### src/rtl/alu_operand_seq.sv
// Issue/writeback stage in front of the 6-bit ALU: register file, one-op handshake, sticky carry.
// Optional signed-overflow flag output enabled by defining ALU_SEQ_OVERFLOW_EN.
module alu_operand_seq #(
  parameter int WIDTH = 6,
  parameter int NREGS = 8,
  parameter int AW    = 3
) (
  input  logic             clk,
  input  logic             reset_n,
  input  logic             in_valid,
  output logic             in_ready,
  input  logic             in_load,
  input  logic [3:0]       in_op,
  input  logic             in_use_carry,
  input  logic [AW-1:0]    in_rd,
  input  logic [AW-1:0]    in_rs,
  input  logic [AW-1:0]    in_rt,
  input  logic [WIDTH-1:0] in_imm,
  output logic [3:0]       alu_op,
  output logic [WIDTH-1:0] alu_a,
  output logic [WIDTH-1:0] alu_b,
  output logic             alu_carry_in,
  input  logic [WIDTH-1:0] alu_result,
  input  logic             alu_carry_out,
  output logic             done,
  output logic             err,
  output logic [WIDTH-1:0] wb_data,
  output logic             carry_flag,
`ifdef ALU_SEQ_OVERFLOW_EN
  output logic             ovf_flag,
`endif
  input  logic [AW-1:0]    dbg_addr,
  output logic [WIDTH-1:0] dbg_data
);

  localparam logic S_IDLE = 1'b0;
  localparam logic S_EXEC = 1'b1;

  localparam logic [3:0] OP_AND = 4'b0000;
  localparam logic [3:0] OP_OR  = 4'b0001;
  localparam logic [3:0] OP_ADD = 4'b0010;
  localparam logic [3:0] OP_SUB = 4'b0110;
  localparam logic [3:0] OP_NOR = 4'b1100;

  logic             r_state;
  logic [WIDTH-1:0] r_regs [NREGS];
  logic [AW-1:0]    r_rd;

  logic w_accept;
  logic w_legal;
  logic w_arith;

  assign in_ready = (r_state == S_IDLE);
  assign w_accept = in_valid && in_ready;
  assign w_legal  = (in_op == OP_AND) || (in_op == OP_OR) || (in_op == OP_ADD) ||
                    (in_op == OP_SUB) || (in_op == OP_NOR);
  // alu_op still holds the issued opcode throughout EXEC
  assign w_arith  = (alu_op == OP_ADD) || (alu_op == OP_SUB);
  assign dbg_data = r_regs[dbg_addr];

`ifdef ALU_SEQ_OVERFLOW_EN
  logic [WIDTH-1:0] w_b_eff;
  logic             w_ovf;
  assign w_b_eff = (alu_op == OP_SUB) ? ~alu_b : alu_b;
  assign w_ovf   = (alu_a[WIDTH-1] == w_b_eff[WIDTH-1]) &&
                   (alu_result[WIDTH-1] != alu_a[WIDTH-1]);
`endif

  always_ff @(posedge clk) begin
    if (!reset_n) begin
      r_state      <= S_IDLE;
      for (int i = 0; i < NREGS; i++) r_regs[i] <= '0;
      r_rd         <= '0;
      alu_op       <= '0;
      alu_a        <= '0;
      alu_b        <= '0;
      alu_carry_in <= 1'b0;
      done         <= 1'b0;
      err          <= 1'b0;
      wb_data      <= '0;
      carry_flag   <= 1'b0;
`ifdef ALU_SEQ_OVERFLOW_EN
      ovf_flag     <= 1'b0;
`endif
    end else begin
      done <= 1'b0;
      err  <= 1'b0;
      if (r_state == S_IDLE) begin
        if (w_accept) begin
          if (in_load) begin
            // register 0 is never written, so it reads 0 forever
            if (in_rd != '0) r_regs[in_rd] <= in_imm;
            wb_data <= in_imm;
            done    <= 1'b1;
          end else if (w_legal) begin
            alu_a        <= r_regs[in_rs];
            alu_b        <= r_regs[in_rt];
            alu_op       <= in_op;
            alu_carry_in <= (in_op == OP_SUB) || ((in_op == OP_ADD) && in_use_carry && carry_flag);
            r_rd         <= in_rd;
            r_state      <= S_EXEC;
          end else begin
            err <= 1'b1;
          end
        end
      end else begin
        if (r_rd != '0) r_regs[r_rd] <= alu_result;
        wb_data <= alu_result;
        if (w_arith) begin
          carry_flag <= alu_carry_out;
`ifdef ALU_SEQ_OVERFLOW_EN
          ovf_flag   <= w_ovf;
`endif
        end
        done    <= 1'b1;
        r_state <= S_IDLE;
      end
    end
  end

endmodule

### config.mk
export PLATFORM = sky130hd
export DESIGN_NAME = alu_operand_seq
export DESIGN_NICKNAME = d
export VERILOG_FILES = /design/src/rtl/alu_operand_seq.sv
export SDC_FILE = /design/constraint.sdc
export NUM_CORES = 1
export LEC_CHECK = 0
export CAP_MARGIN = 20
export CORE_AREA = 4 4 93 95
export DETAILED_ROUTE_END_ITERATION = 12
export DIE_AREA = 0 0 97 99
export GPL_ROUTABILITY_DRIVEN = 0
export PLACE_DENSITY = 0.83
export SLEW_MARGIN = 40
export SYNTH_ARGS = -nofsm -noshare
export SYNTH_HDL_FRONTEND = slang
export SYNTH_SLANG_ARGS = --single-unit
export TNS_END_PERCENT = 30
### constraint.sdc
create_clock -name clk -period 4 [get_ports clk]
set_input_delay 0.8 -clock clk [delete_from_list [all_inputs] [get_ports clk]]
set_output_delay 0.8 -clock clk [all_outputs]
set_load 0.03 [all_outputs]
# Word level (Yosys, flattened, before mapping)
# Memories as Yosys holds them, arrays and structs flattened. A register that Yosys moved wholly into a read port is not among the register bits.
# Index checks and enable logic that the tools add are counted.
[totals]
in_bits = 34
out_inout_bits = 33
mem_count = 1
elab_cells = 66
ff_bits = 18
ramBits = 48
[classes]
reduce_logical = 22
mux = 25
eq_ne = 6
bitwise = 4
[memory_table]
columns = ["name", "depth", "width", "rd", "rd_ports_with_merged_regs", "wr", "line_no", "text"]
rows = [
  ["r_regs", 8, 6, 3, 2, 8, "46", "logic [WIDTH-1:0] r_regs [NREGS];"],
]
[op_table]
columns = ["operator", "n"]
rows = [
  ["$mux 6", 5],
  ["$mux 1", 18],
  ["$reduce_or 6->1", 2],
  ["$eq 4x2->1 const B", 2],
  ["$eq 4x3->1 const B", 2],
  ["$logic_or 1x1->1", 6],
  ["$mux 3", 2],
  ["$reduce_bool 3->1", 2],
  ["$eq 4x1->1 const B", 1],
  ["$eq 4x4->1 const B", 1],
  ["$logic_not 4->1", 1],
  ["$not 1->1", 4],
  ["$reduce_and 2->1", 2],
  ["$reduce_and 4->1", 1],
  ["$reduce_bool 2->1", 2],
  ["$reduce_or 4->1", 1],
  ["$logic_and 1x1->1", 3],
  ["$logic_not 1->1", 2],
]

# Depth between registers and ports, before layout
# Gate-level depths: netlist (run 1).
[logic_depth]
word_depth = 10
mapped_depth = 6
depth_no_buf = 4

# Least setup slack after synthesis (run 1)
# No wires, ideal clock.
[synth_timing]
path_kind = "input to output"
startpoint = "input dbg_addr[0]"
endpoint = "output dbg_data[0]"
stages = 3
path_buffers = 1
arrival_ns = 1.942
setup_slack_ns = 1.258
cell_sequence = "buf_2 -> mux4_2 -> mux2_2"
[synth_between]
elab_chain_cells = 1
[synth_lines]
columns = ["item", "line_no", "text"]
rows = [
  ["start, declared", "32", "input logic [AW-1:0] dbg_addr,"],
  ["$mem_v2 8x6", "-", ""],
  ["end, declared", "33", "output logic [WIDTH-1:0] dbg_data"],
]
# Every way passes these cells.

# Worst setup path after layout (run 1)
[layout_timing]
startpoint = "input dbg_addr[0]"
endpoint = "output dbg_data[1]"
# Same word-level chain as after synthesis.

==> results.txt, run 1 <==
The CTS sink count is 78. The required time of the worst setup path came out at 3.20 ns. In this run, distinct cell masters in the synthesized netlist total 34. The transition time of the tightest slew-check pin came out at 0.778 ns. The leakage power figure came out at 1.83 nW. VDD sags by at most 0.217 mV. For this run, the share of the core covered by cells in the final layout is 65.5%.

After synthesis, the cell types taking the most area are sky130_fd_sc_hd__edfxtp_1 (35%), sky130_fd_sc_hd__mux4_2 (20%), sky130_fd_sc_hd__dfxtp_1 (15%). The later pin in the worst-skew pair is clocked with a latency of 0.35 ns. STA classifies the critical path startpoint as a primary input. The die covers 0.00960 mm². The top-level I/O count is 67. The vias after detailed routing came out at 2,866. The number of standard cells in the layout, taps in and fillers out came out at 486. The final-stage net count is 413.

The number of max-cap violations came out at 0. The maximum count of clock buffers along a single path is 2. The initial antenna violation count came to 0.

The flip-flop and latch area is 0.00204 mm². The total chip power is 1.81 mW. The max-slew violation total from the final report was 0.

The H-tree depth is 3. The run finished with clean final reports. For this run, the number of Yosys warnings is 0.

The minimum clock period after layout came out at 3.65 ns. The footprint of the multi-input gates came out at 0.00198 mm². The detailed-route DRC error count came out at 0. The total setup buffers inserted after CTS is 0. The cell taking the most area after synthesis is sky130_fd_sc_hd__edfxtp_1.

The violation count after the first detailed-routing iteration came out at 174. The placement-stage worst setup slack is 0.341 ns. The final wirelength is 9.21 mm. The detail route stage leaves a number of antenna-violating nets equal to 0. The number of synthesized register bits is 78. From synthesis to final layout, the design area changed by 23.3%. Final hold analysis gives a worst-case slack of 0.480 ns. The endpoint of the worst setup timing path is dbg_data[1]. The area of the mapped netlist is 0.00410 mm². The share of the yosys chip area belonging to registers came out at 49.8%. Power spread over the standard cell area amounts to 358 mW/mm². The number of port buffers is 66. The total core area is 0.00773 mm². The TritonCTS buffer count came out at 9. The clock slew seen by the registers of the worst setup and hold paths is 0.07 ns. The area of placed instances came out at 0.00486 mm². The number of core rows is 32. By startpoint and endpoint, the worst setup path is classified as in -> out.

In this run the worst path has a maximum fanout of 12. Counting tap cells, the placed design contains a total of 470 instances. The via density per instance is 5.90. The class of the tightest hold or removal check is reg -> reg. After synthesis, the largest area contributor takes up 35.1% of total cell area. The tree is rooted in a sky130_fd_sc_hd__clkbuf_8. The routed wire length per instance came out at 18.9 µm. The initial core utilization is 53.1%.

Data arrives at the worst endpoint at 2.85 ns. Buffers inserted to repair hold after CTS numbered 0. The iteration count of the initial detailed-routing pass is 4. STA classifies the critical path endpoint as a primary output.

The count of mapped cells out of synthesis is 313. The final-layout setup total negative slack is 0 ns. The achievable clock frequency came out at 0.274 GHz. The final non-filler cell area is 0.00506 mm². The estimated wirelength of the detail-placed design came out at 6.95 mm.

The die extent in y came out at 99 µm. Measured against its own limit, the worst slew margin works out to 48.1%. Setup repair after global routing left no endpoint under its margin. The total congestion overflow came out at 0. The post-synthesis area per instance came out at 13.1 µm². The number of gates resized after CTS was 0. TritonCTS built the clock tree. In this run the register-to-register setup slack is 1.54 ns. The fraction of layout cells with a size suffix above 1 is 20.8%. The final hold violation count came out at 0. The setup slack of the critical path after layout came out at 0.348 ns. The worst clock skew on the final layout is 0.00516 ns. The via count of the first global-routing pass was 2,949.

The number of filler cells placed in the layout is 563. The startpoint of the most critical register-to-register path is r_state. The number of antenna diodes in the final layout is 0. Entering global routing, the biggest net connects 32 pins. The first global-routing pass estimated 15.1 mm of wire. The part of the cycle the worst path needs is 91.3%.

Tracing the worst setup path back leads to its startpoint at dbg_addr[0]. The final number of setup-violating endpoints is 0. The die span in x came out at 97 µm.

The endpoint identified for the worst register-to-register timing path is r_regs[2][3]. The total routing usage reported by global routing came out at 19.9%. The number of cells traversed by the worst register-to-register path is 4.
==> state kept, by name, summed over array words and instances (netlist names) <==
register / flops
alu_b: 6
alu_carry_in: 1
r_regs: 48
r_rd: 3
r_state: 1
wb_data: 6
alu_a: 6
done: 1
alu_op: 4
err: 1
carry_flag: 1
==> cell usage in the layout (no fill, tap or decap), types with 3 or more instances in the layout <==
| cell type | instances |
|---|---|
| sky130_fd_sc_hd__nor2_1 | 51 |
| sky130_fd_sc_hd__nand4_2 | 7 |
| sky130_fd_sc_hd__clkdlybuf4s50_1 | 64 |
| sky130_fd_sc_hd__edfxtp_1 | 48 |
| sky130_fd_sc_hd__o21ai_0 | 12 |
| sky130_fd_sc_hd__mux4_2 | 36 |
| sky130_fd_sc_hd__buf_4 | 3 |
| sky130_fd_sc_hd__o211ai_1 | 3 |
| sky130_fd_sc_hd__clkbuf_8 | 9 |
| sky130_fd_sc_hd__mux2_2 | 6 |
| sky130_fd_sc_hd__a22oi_2 | 3 |
| sky130_fd_sc_hd__mux2i_1 | 25 |
| sky130_fd_sc_hd__a21oi_1 | 22 |
| sky130_fd_sc_hd__conb_1 | 6 |
| sky130_fd_sc_hd__nand2_1 | 23 |
| sky130_fd_sc_hd__nor3_1 | 3 |
| sky130_fd_sc_hd__a211oi_1 | 6 |
| sky130_fd_sc_hd__dfxtp_1 | 30 |
==> synth_stat cells <==
library cell                count
sky130_fd_sc_hd__a211oi_1       6
sky130_fd_sc_hd__a21oi_1       22
sky130_fd_sc_hd__a22o_1         2
sky130_fd_sc_hd__a22o_2         1
sky130_fd_sc_hd__a22oi_2        3
sky130_fd_sc_hd__a31o_2         1
sky130_fd_sc_hd__a31oi_4        1
sky130_fd_sc_hd__and2_0         1
sky130_fd_sc_hd__buf_1          5
sky130_fd_sc_hd__buf_2          8
sky130_fd_sc_hd__buf_4          3
sky130_fd_sc_hd__clkbuf_1       4
sky130_fd_sc_hd__clkinv_1       1
sky130_fd_sc_hd__conb_1         1
sky130_fd_sc_hd__dfxtp_1       30
sky130_fd_sc_hd__edfxtp_1      48
sky130_fd_sc_hd__inv_1          1
sky130_fd_sc_hd__mux2_2         6
sky130_fd_sc_hd__mux2i_1       25
sky130_fd_sc_hd__mux4_2        36
sky130_fd_sc_hd__nand2_1       23
sky130_fd_sc_hd__nand3_1        1
sky130_fd_sc_hd__nand4_2        7
sky130_fd_sc_hd__nand4b_1       1
sky130_fd_sc_hd__nand4bb_1      1
sky130_fd_sc_hd__nor2_1        51
sky130_fd_sc_hd__nor3_1         3
sky130_fd_sc_hd__nor4b_1        1
sky130_fd_sc_hd__o211ai_1       3
sky130_fd_sc_hd__o21ai_0       12
sky130_fd_sc_hd__o21ai_4        1
sky130_fd_sc_hd__o311ai_4       1
sky130_fd_sc_hd__or3_1          1
sky130_fd_sc_hd__or3b_4         2
==> worst min path at each step <==
| stage | from | to | slack [ns] | cells past startpoint |
|---|---|---|---|---|
| global placement | alu_op[2] | alu_op[2] | 0.45 | 2 |
| floorplan | r_rd[2] | r_rd[2] | 0.53 | 2 |
| CTS | alu_op[3] | alu_op[3] | 0.48 | 2 |
| finish | alu_op[3] | alu_op[3] | 0.48 | 2 |
| global route | alu_op[3] | alu_op[3] | 0.50 | 2 |
| detailed placement | alu_op[3] | alu_op[3] | 0.47 | 2 |
==> layout make-up <==
type | count | share of cell area, %
clock buffer | 9 | 2.45
clock inverter | 7 | 1.76
inverter | 2 | 0.148
multi-input combinational | 218 | 39.1
sequential | 78 | 40.4
tap | 102 | 2.52
timing repair buffer | 70 | 13.7
==> where the power goes <==
group	switching, mW	internal (mW)	total [mW]
sequential	0.0246	0.884	0.908
clock	0.278	0.347	0.624
combinational	0.141	0.139	0.280
==> worst max-delay path, stage by stage <==
cell	delay, ns
sky130_fd_sc_hd__clkdlybuf4s50_1	0.50
sky130_fd_sc_hd__buf_12	0.17
sky130_fd_sc_hd__mux4_2	0.50
sky130_fd_sc_hd__mux2_2	0.28
sky130_fd_sc_hd__clkdlybuf4s50_1	0.59
==> cells by family after synthesis <==
logic type / share of synthesized area, %
AOI/OAI and AO/OA: 9.15
buffers and inverters: 2.53
muxes: 27.5
other: 0.0914
DFF: 49.8
and+or+nand+nor: 10.9
==> metal layers <==
layer  part of all wire, %  GRT usage [%]  vias to the layer above
li1                      -              -                     1340
met1                    40           24.9                     1403
met2                    51           34.0                      110
met3                   7.2           5.02                       13
met4                   1.3           6.48                        0
met5                     0              0                        -
Power figures use the tool's default switching activity.
==> run 2: changes to the inputs <==
- CORE_AREA: 4 4 93 95 -> 3 3 89 91
- DIE_AREA: 0 0 97 99 -> 0 0 92 94
- PLACE_DENSITY: 0.83 -> 0.87
==> run 2 against run 1 <==
Compared with the run above: die area fell by 9.9%; first-iteration DRC count increased by 67%; sequential power barely moved.
==> results.txt, run 2 (same netlist as run 1, synthesis figures left out) <==
The clock slew seen by the registers of the worst setup and hold paths is 0.08 ns. The die extent in y came out at 94 µm. The via count of the first global-routing pass came out at 3,028. The number of standard cells in the layout, taps in and fillers out came out at 482. The TritonCTS buffer count is 9. The estimated wirelength of the detail-placed design came out at 6.98 mm. TritonCTS built the clock tree. Compared with the post-synthesis result, the final layout area differs by 23.1%. The cell chosen for the clock root is sky130_fd_sc_hd__clkbuf_8.

The violation count after the first detailed-routing iteration came out at 291. The tightest hold margin came out at 0.467 ns. The worst setup path is launched from a primary input. Derived from the worst setup path, the maximum achievable clock frequency is 0.268 GHz. The run finished with clean final reports. The register with the most flip-flops in the layout has 48 of them. At the later pin of the worst-skew pair, clock insertion delay measures 0.35 ns. The first-pass GRT wire length came out at 15.5 mm.

The detailed-route DRC error count came out at 0. Leaving out fill and tap cells, the most frequent cell in the layout is sky130_fd_sc_hd__clkdlybuf4s50_1. The die area came out at 0.00865 mm². The final-layout setup total negative slack is 0 ns. The H-tree depth is 3. Leaving out fill and tap cells, the most frequent cells in the layout are sky130_fd_sc_hd__clkdlybuf4s50_1 (64), sky130_fd_sc_hd__nor2_1 (51), sky130_fd_sc_hd__edfxtp_1 (48), sky130_fd_sc_hd__mux4_2 (36), sky130_fd_sc_hd__dfxtp_1 (30). The part of the cycle the worst path needs is 93.3%. Once layout is complete, the utilization of the core stands at 70.0%. The endpoint arrival time on the critical path is 2.93 ns.

Setup repair after global routing left no endpoint under its margin. The antenna diode count came out at 0. After routing the design area is 0.00505 mm². The worst ir drop on vdd came out at 0.194 mV. The worst clock skew on the final layout came out at 0.0148 ns. The count of buffers added on input and output ports is 66. The relative slew slack came out at 48.5%. After the last flow step, the layout net total stands at 412. The number of max-cap violations is 0. The count of buffer and inverter cells on the critical path came out at 2.

The via density per instance came out at 6.11. The cell that appears most often on the critical path is sky130_fd_sc_hd__clkdlybuf4s50_1. The setup slack of the critical path after layout came out at 0.269 ns. After clock tree synthesis, the flow added hold-fix buffers numbering 0. In this run the worst path has a maximum fanout of 12. The iteration count of the initial detailed-routing pass is 4. The placement-stage worst setup slack is 0.283 ns. Setup violations remaining at the end of the flow were counted as 0. The die span in x came out at 92 µm. In the final routed layout, each cell accounts on average for 19.9 µm. The leakage power figure came out at 1.83 nW.

The worst setup path is captured at a primary output. The initial core utilization came out at 56.9%. The vias after detailed routing is 2,944. The setup path with the least slack is of type in -> out. The final hold violation count came out at 0.

The required time of the worst setup path came out at 3.20 ns. The total core area is 0.00721 mm². The total routing usage reported by global routing came out at 23.8%. The power per cell area is 363 mW/mm². In the final layout, the share of cells above drive strength 1 is 20.6%. In this design, the stage delay of the slowest critical-path cell is 0.81 ns. In this run the post-CTS setup repair buffer count came out at 0.

The total congestion overflow came out at 0. The top-level I/O count came out at 67. Broken down by cell family, the worst path's largest delay share belongs to buffers and inverters. At the pin with the least slew margin, the transition time is 0.767 ns. The worst hold path belongs to the class reg -> reg. The initial antenna violation count is 0. The routed design could run at a clock period as short as 3.73 ns. More flip-flops sit in one register than any other, and that register is r_regs. Among all stages on the critical path, the largest delay is contributed by sky130_fd_sc_hd__clkdlybuf4s50_1. Power comes to 1.83 mW. In this run the remaining antenna-violating nets after routing total 0.

The max-slew violation total from the final report was 0. CTS saw 78 sinks. The cell total after placement is 466.

The setup slack on the worst flop-to-flop path is 1.55 ns. The final wirelength is 9.60 mm. The maximum number of pins on one net before global-route repair is 32.

The number of core rows came out at 31. Once placement finished, the instance area stood at 0.00484 mm². The maximum count of clock buffers along a single path came out at 2.

The count of cells resized by post-cts repair is 0. The critical path goes through clkdlybuf4s50_1 > mux4_2 > mux2_2 > clkdlybuf4s50_1.
-- run 2: worst register-to-register path: stages, from the launching register on --
cell and delay (ns):
sky130_fd_sc_hd__dfxtp_1 0.75, sky130_fd_sc_hd__and2_0 0.44, sky130_fd_sc_hd__a22o_1 0.34, sky130_fd_sc_hd__nand4_2 0.26, sky130_fd_sc_hd__nand2_1 0.33
-- run 2: cell type report --
cell class,instances,area [µm²]
fillers,496,2170
flip-flops and latches,78,2040
multi-input cells,218,1980
repair buffers,69,686
clock buffers,10,128
well taps,99,124
clock inverters,6,86.3
inverters,2,7.51
-- run 2: final timing paths --
check / cells after the start / end / startpoint
setup / recovery: 4 / dbg_data[0] / dbg_addr[1]
hold / removal: 2 / alu_op[2] / alu_op[2]
setup reg to reg: 4 / r_regs[2][2] / r_state
hold reg to reg: 2 / alu_op[2] / alu_op[2]
-- run 2: power by group --
part	internal [mW]	switching, mW	leakage [nW]
registers	0.884	0.0258	0.754
logic	0.139	0.143	0.966
clock network	0.351	0.292	0.106
-- run 2: per-layer routing --
layer,global-route usage (%),routed length (µm),up-vias
met5,0,0,-
met4,12.0,321,0
met3,4.73,669,26
met2,40.6,4870,136
met1,28.8,3740,1439
li1,-,-,1343
==> run 3: changes to the inputs <==
- CORE_AREA: 3 3 89 91 -> 3 3 87 89
- CTS_BUF_LIST: not set -> sky130_fd_sc_hd__clkbuf_2 sky130_fd_sc_hd__clkbuf_4 sky130_fd_sc_hd__clkbuf_8
- DIE_AREA: 0 0 92 94 -> 0 0 90 92
==> run 3 against run 2 <==
Compared with the run above: non-clock buffer count increased by 2; sequential share of layout area decreased by 0.46 points; cell area increased by 1.1%; global-route usage decreased by 0.48 points; first-iteration DRC count decreased by 26%; setup slack improved by 0.046 ns; critical path depth increased by 1; sequential power about the same; register-to-register slack got worse by 0.02 ns; utilization increased by 4.8 points; critical endpoint is now dbg_data[2]; highest routed layer unchanged.
==> results.txt, run 3 (same netlist as run 1, synthesis figures left out) <==
The run finished with clean final reports. In this run, post-CTS repair resized a total of 0 instances. The power per cell area is 381 mW/mm². The final-layout setup total negative slack came out at 0 ns. The routed wire length per instance is 19.2 µm. The violation count after the first detailed-routing iteration came out at 214. The fraction of power consumed by sequential logic came out at 46.7%.

The transition time of the tightest slew-check pin came out at 0.756 ns. In the routed layout, each cell is associated on average with a via count of 6.04. The clock slew seen by the registers of the worst setup and hold paths is 0.07 ns. The internal power component is 1.50 mW.

The clock group share of total power came out at 38.8%. The vias after detailed routing came out at 2,906. The CTS sink count is 78. The total net switching power came out at 0.449 mW. TritonCTS built the clock tree. The final hold violation count is 0. In the final layout, the multi-input gates occupy 0.00198 mm². The highest fanout seen on the critical path came out at 12. The kind of start point of the critical path is a primary input. The cell family contributing the most delay on the critical path is buffers and inverters. Once detailed placement completed, the half-perimeter wirelength came to 7.02 mm. The initial antenna violation count is 0. The switching portion of total power is 23.1%.

The die area came out at 0.00828 mm². Across every metal layer, demand over resource in global routing totals 23.3%. The antenna diode count is 0.

The relative slew slack came out at 49.6%. The number of core rows came out at 30. The fraction of power consumed by combinational cells came out at 14.6%. The max-slew violation total from the final report was 0. The top-level I/O count is 67.

VDD sags by at most 0.209 mV. The number of cells on the worst reg-to-reg path is 4. The post-synthesis to final-layout area growth came out at 24.5%. In this run the worst hold path is classified as reg -> reg. Counting flops per register, the top entry is r_regs. The first-pass GRT wire length is 15.0 mm. In this run, CTS created clock tree buffers numbering 9. The minimum clock period after layout is 3.68 ns.

The achievable clock frequency came out at 0.271 GHz. The worst hold path depth is 2. In this run the remaining antenna-violating nets after routing total 0.

The critical path is of the in -> out type. Leaving out fill and tap cells, the most frequent cells in the layout are sky130_fd_sc_hd__clkdlybuf4s50_1 (64), sky130_fd_sc_hd__nor2_1 (51), sky130_fd_sc_hd__edfxtp_1 (48), sky130_fd_sc_hd__mux4_2 (36), sky130_fd_sc_hd__dfxtp_1 (30). The count of buffer and inverter cells on the critical path came out at 3. Once the floorplan was initialized, standard cells occupied 60.1% of the core.

The hold-fix buffer count after cts is 0. Of the available clock period, the critical path in the final layout requires 92.1%. After filler insertion, the fill cell instance count of the layout stands at 470. Buffers placed on the I/O ports in this run total 66.

The worst-skew pair later-pin latency is 0.34 ns. The cell total after placement is 465. The maximum count of clock buffers along a single path came out at 2. The detailed-route DRC error count came out at 0. The die extent in y is 92 µm. Setup repair after global routing left no endpoint under its margin.

The H-tree depth came out at 3. The number of gates on the worst path with buffers counted came out at 5. The worst setup path is captured at a primary output. The maximum number of pins on one net before global-route repair is 32.

The cell chosen for the clock root is sky130_fd_sc_hd__clkbuf_8. The total core area came out at 0.00683 mm². Leaving out fill and tap cells, the most frequent cell in the layout is sky130_fd_sc_hd__clkdlybuf4s50_1. The register with the most flip-flops in the layout has 48 of them. Buffers added to address setup during post-CTS repair amount to 0. The iteration count of the initial detailed-routing pass is 4. The peak per-stage delay on the critical path came out at 0.61 ns. Across the whole layout, storage elements account for 0.00204 mm². The tool flagged a number of max-cap violations equal to 0. The final wirelength is 9.24 mm. The setup slack on the worst flop-to-flop path is 1.53 ns. By instance count, the cell type seen most on the critical path is sky130_fd_sc_hd__clkdlybuf4s50_1.

The critical path goes through clkdlybuf4s50_1 > buf_12 > mux4_2 > mux2_2 > clkdlybuf4s50_1. The final number of setup-violating endpoints is 0. The cell at the slowest stage of the critical path is sky130_fd_sc_hd__clkdlybuf4s50_1. For this run, the post-layout net count is 414. The required time of the worst setup path came out at 3.20 ns. The worst clock skew on the final layout is 0.00806 ns. The total overflow left after global routing is 0.

For this design the static power due to leakage is 1.86 nW. The number of standard cells in the layout, taps in and fillers out is 481. The via count of the first global-routing pass is 2,906. STA puts the critical path data arrival time at 2.88 ns.

From left edge to right edge, the die measures 90 µm. The fraction of layout cells with a size suffix above 1 came out at 21.0%.
==> run 3: layout make-up <==
type                            count  share of cell area [%]
Sequential cell                    78                    40.0
Multi-Input combinational cell    218                    38.7
Timing Repair Buffer               71                    13.7
Clock inverter                      7                    2.67
Clock buffer                        9                    2.43
Tap cell                           96                    2.35
Inverter                            2                   0.147
==> run 3: layer usage <==
metal	vias to the layer above	global-route usage [%]	wire length [µm]
met2	122	39.4	4730
met4	0	7.27	122
met3	10	5.41	721
met5	-	0	0
li1	1346	-	-
met1	1428	30.1	3660
==> run 3: final timing paths <==
| check | from | end |
|---|---|---|
| setup / recovery | dbg_addr[0] | dbg_data[2] |
| hold / removal | alu_op[2] | alu_op[2] |
| setup reg to reg | r_state | r_regs[2][4] |
| hold reg to reg | alu_op[2] | alu_op[2] |
==> run 3: metrics by stage <==
step	setup slack, ns	cell area [µm²]	hold WS, ns	util [%]	total power, mW
6_report	0.315	5110	0.458	74.7	1.95
5_1_grt	0.261	5110	0.505	74.7	2.01
4_1_cts	0.312	5120	0.462	74.9	1.95
3_5_place_dp	0.317	4860	0.452	71.1	1.21
3_3_place_gp	0.361	4860	0.447	71.1	1.20
2_1_floorplan	1.26	4120	0.526	-	1.10
==> run 3: worst reg2reg max path, cell delays in order, from the launching register on <==
cell and delay (ns):
sky130_fd_sc_hd__dfxtp_1 0.74, sky130_fd_sc_hd__and2_0 0.42, sky130_fd_sc_hd__a22o_1 0.35, sky130_fd_sc_hd__nand4_2 0.27, sky130_fd_sc_hd__nand2_1 0.37
==> run 3: power groups by stage <==
| stage | Clock, mW | Sequential [mW] | Combinational [mW] |
|---|---|---|---|
| floorplan | 0 | 0.940 | 0.156 |
| finish | 0.755 | 0.908 | 0.283 |
| CTS | 0.761 | 0.908 | 0.285 |
| global route | 0.801 | 0.911 | 0.302 |
| detailed placement | 0 | 0.926 | 0.283 |
| global placement | 0 | 0.923 | 0.277 |
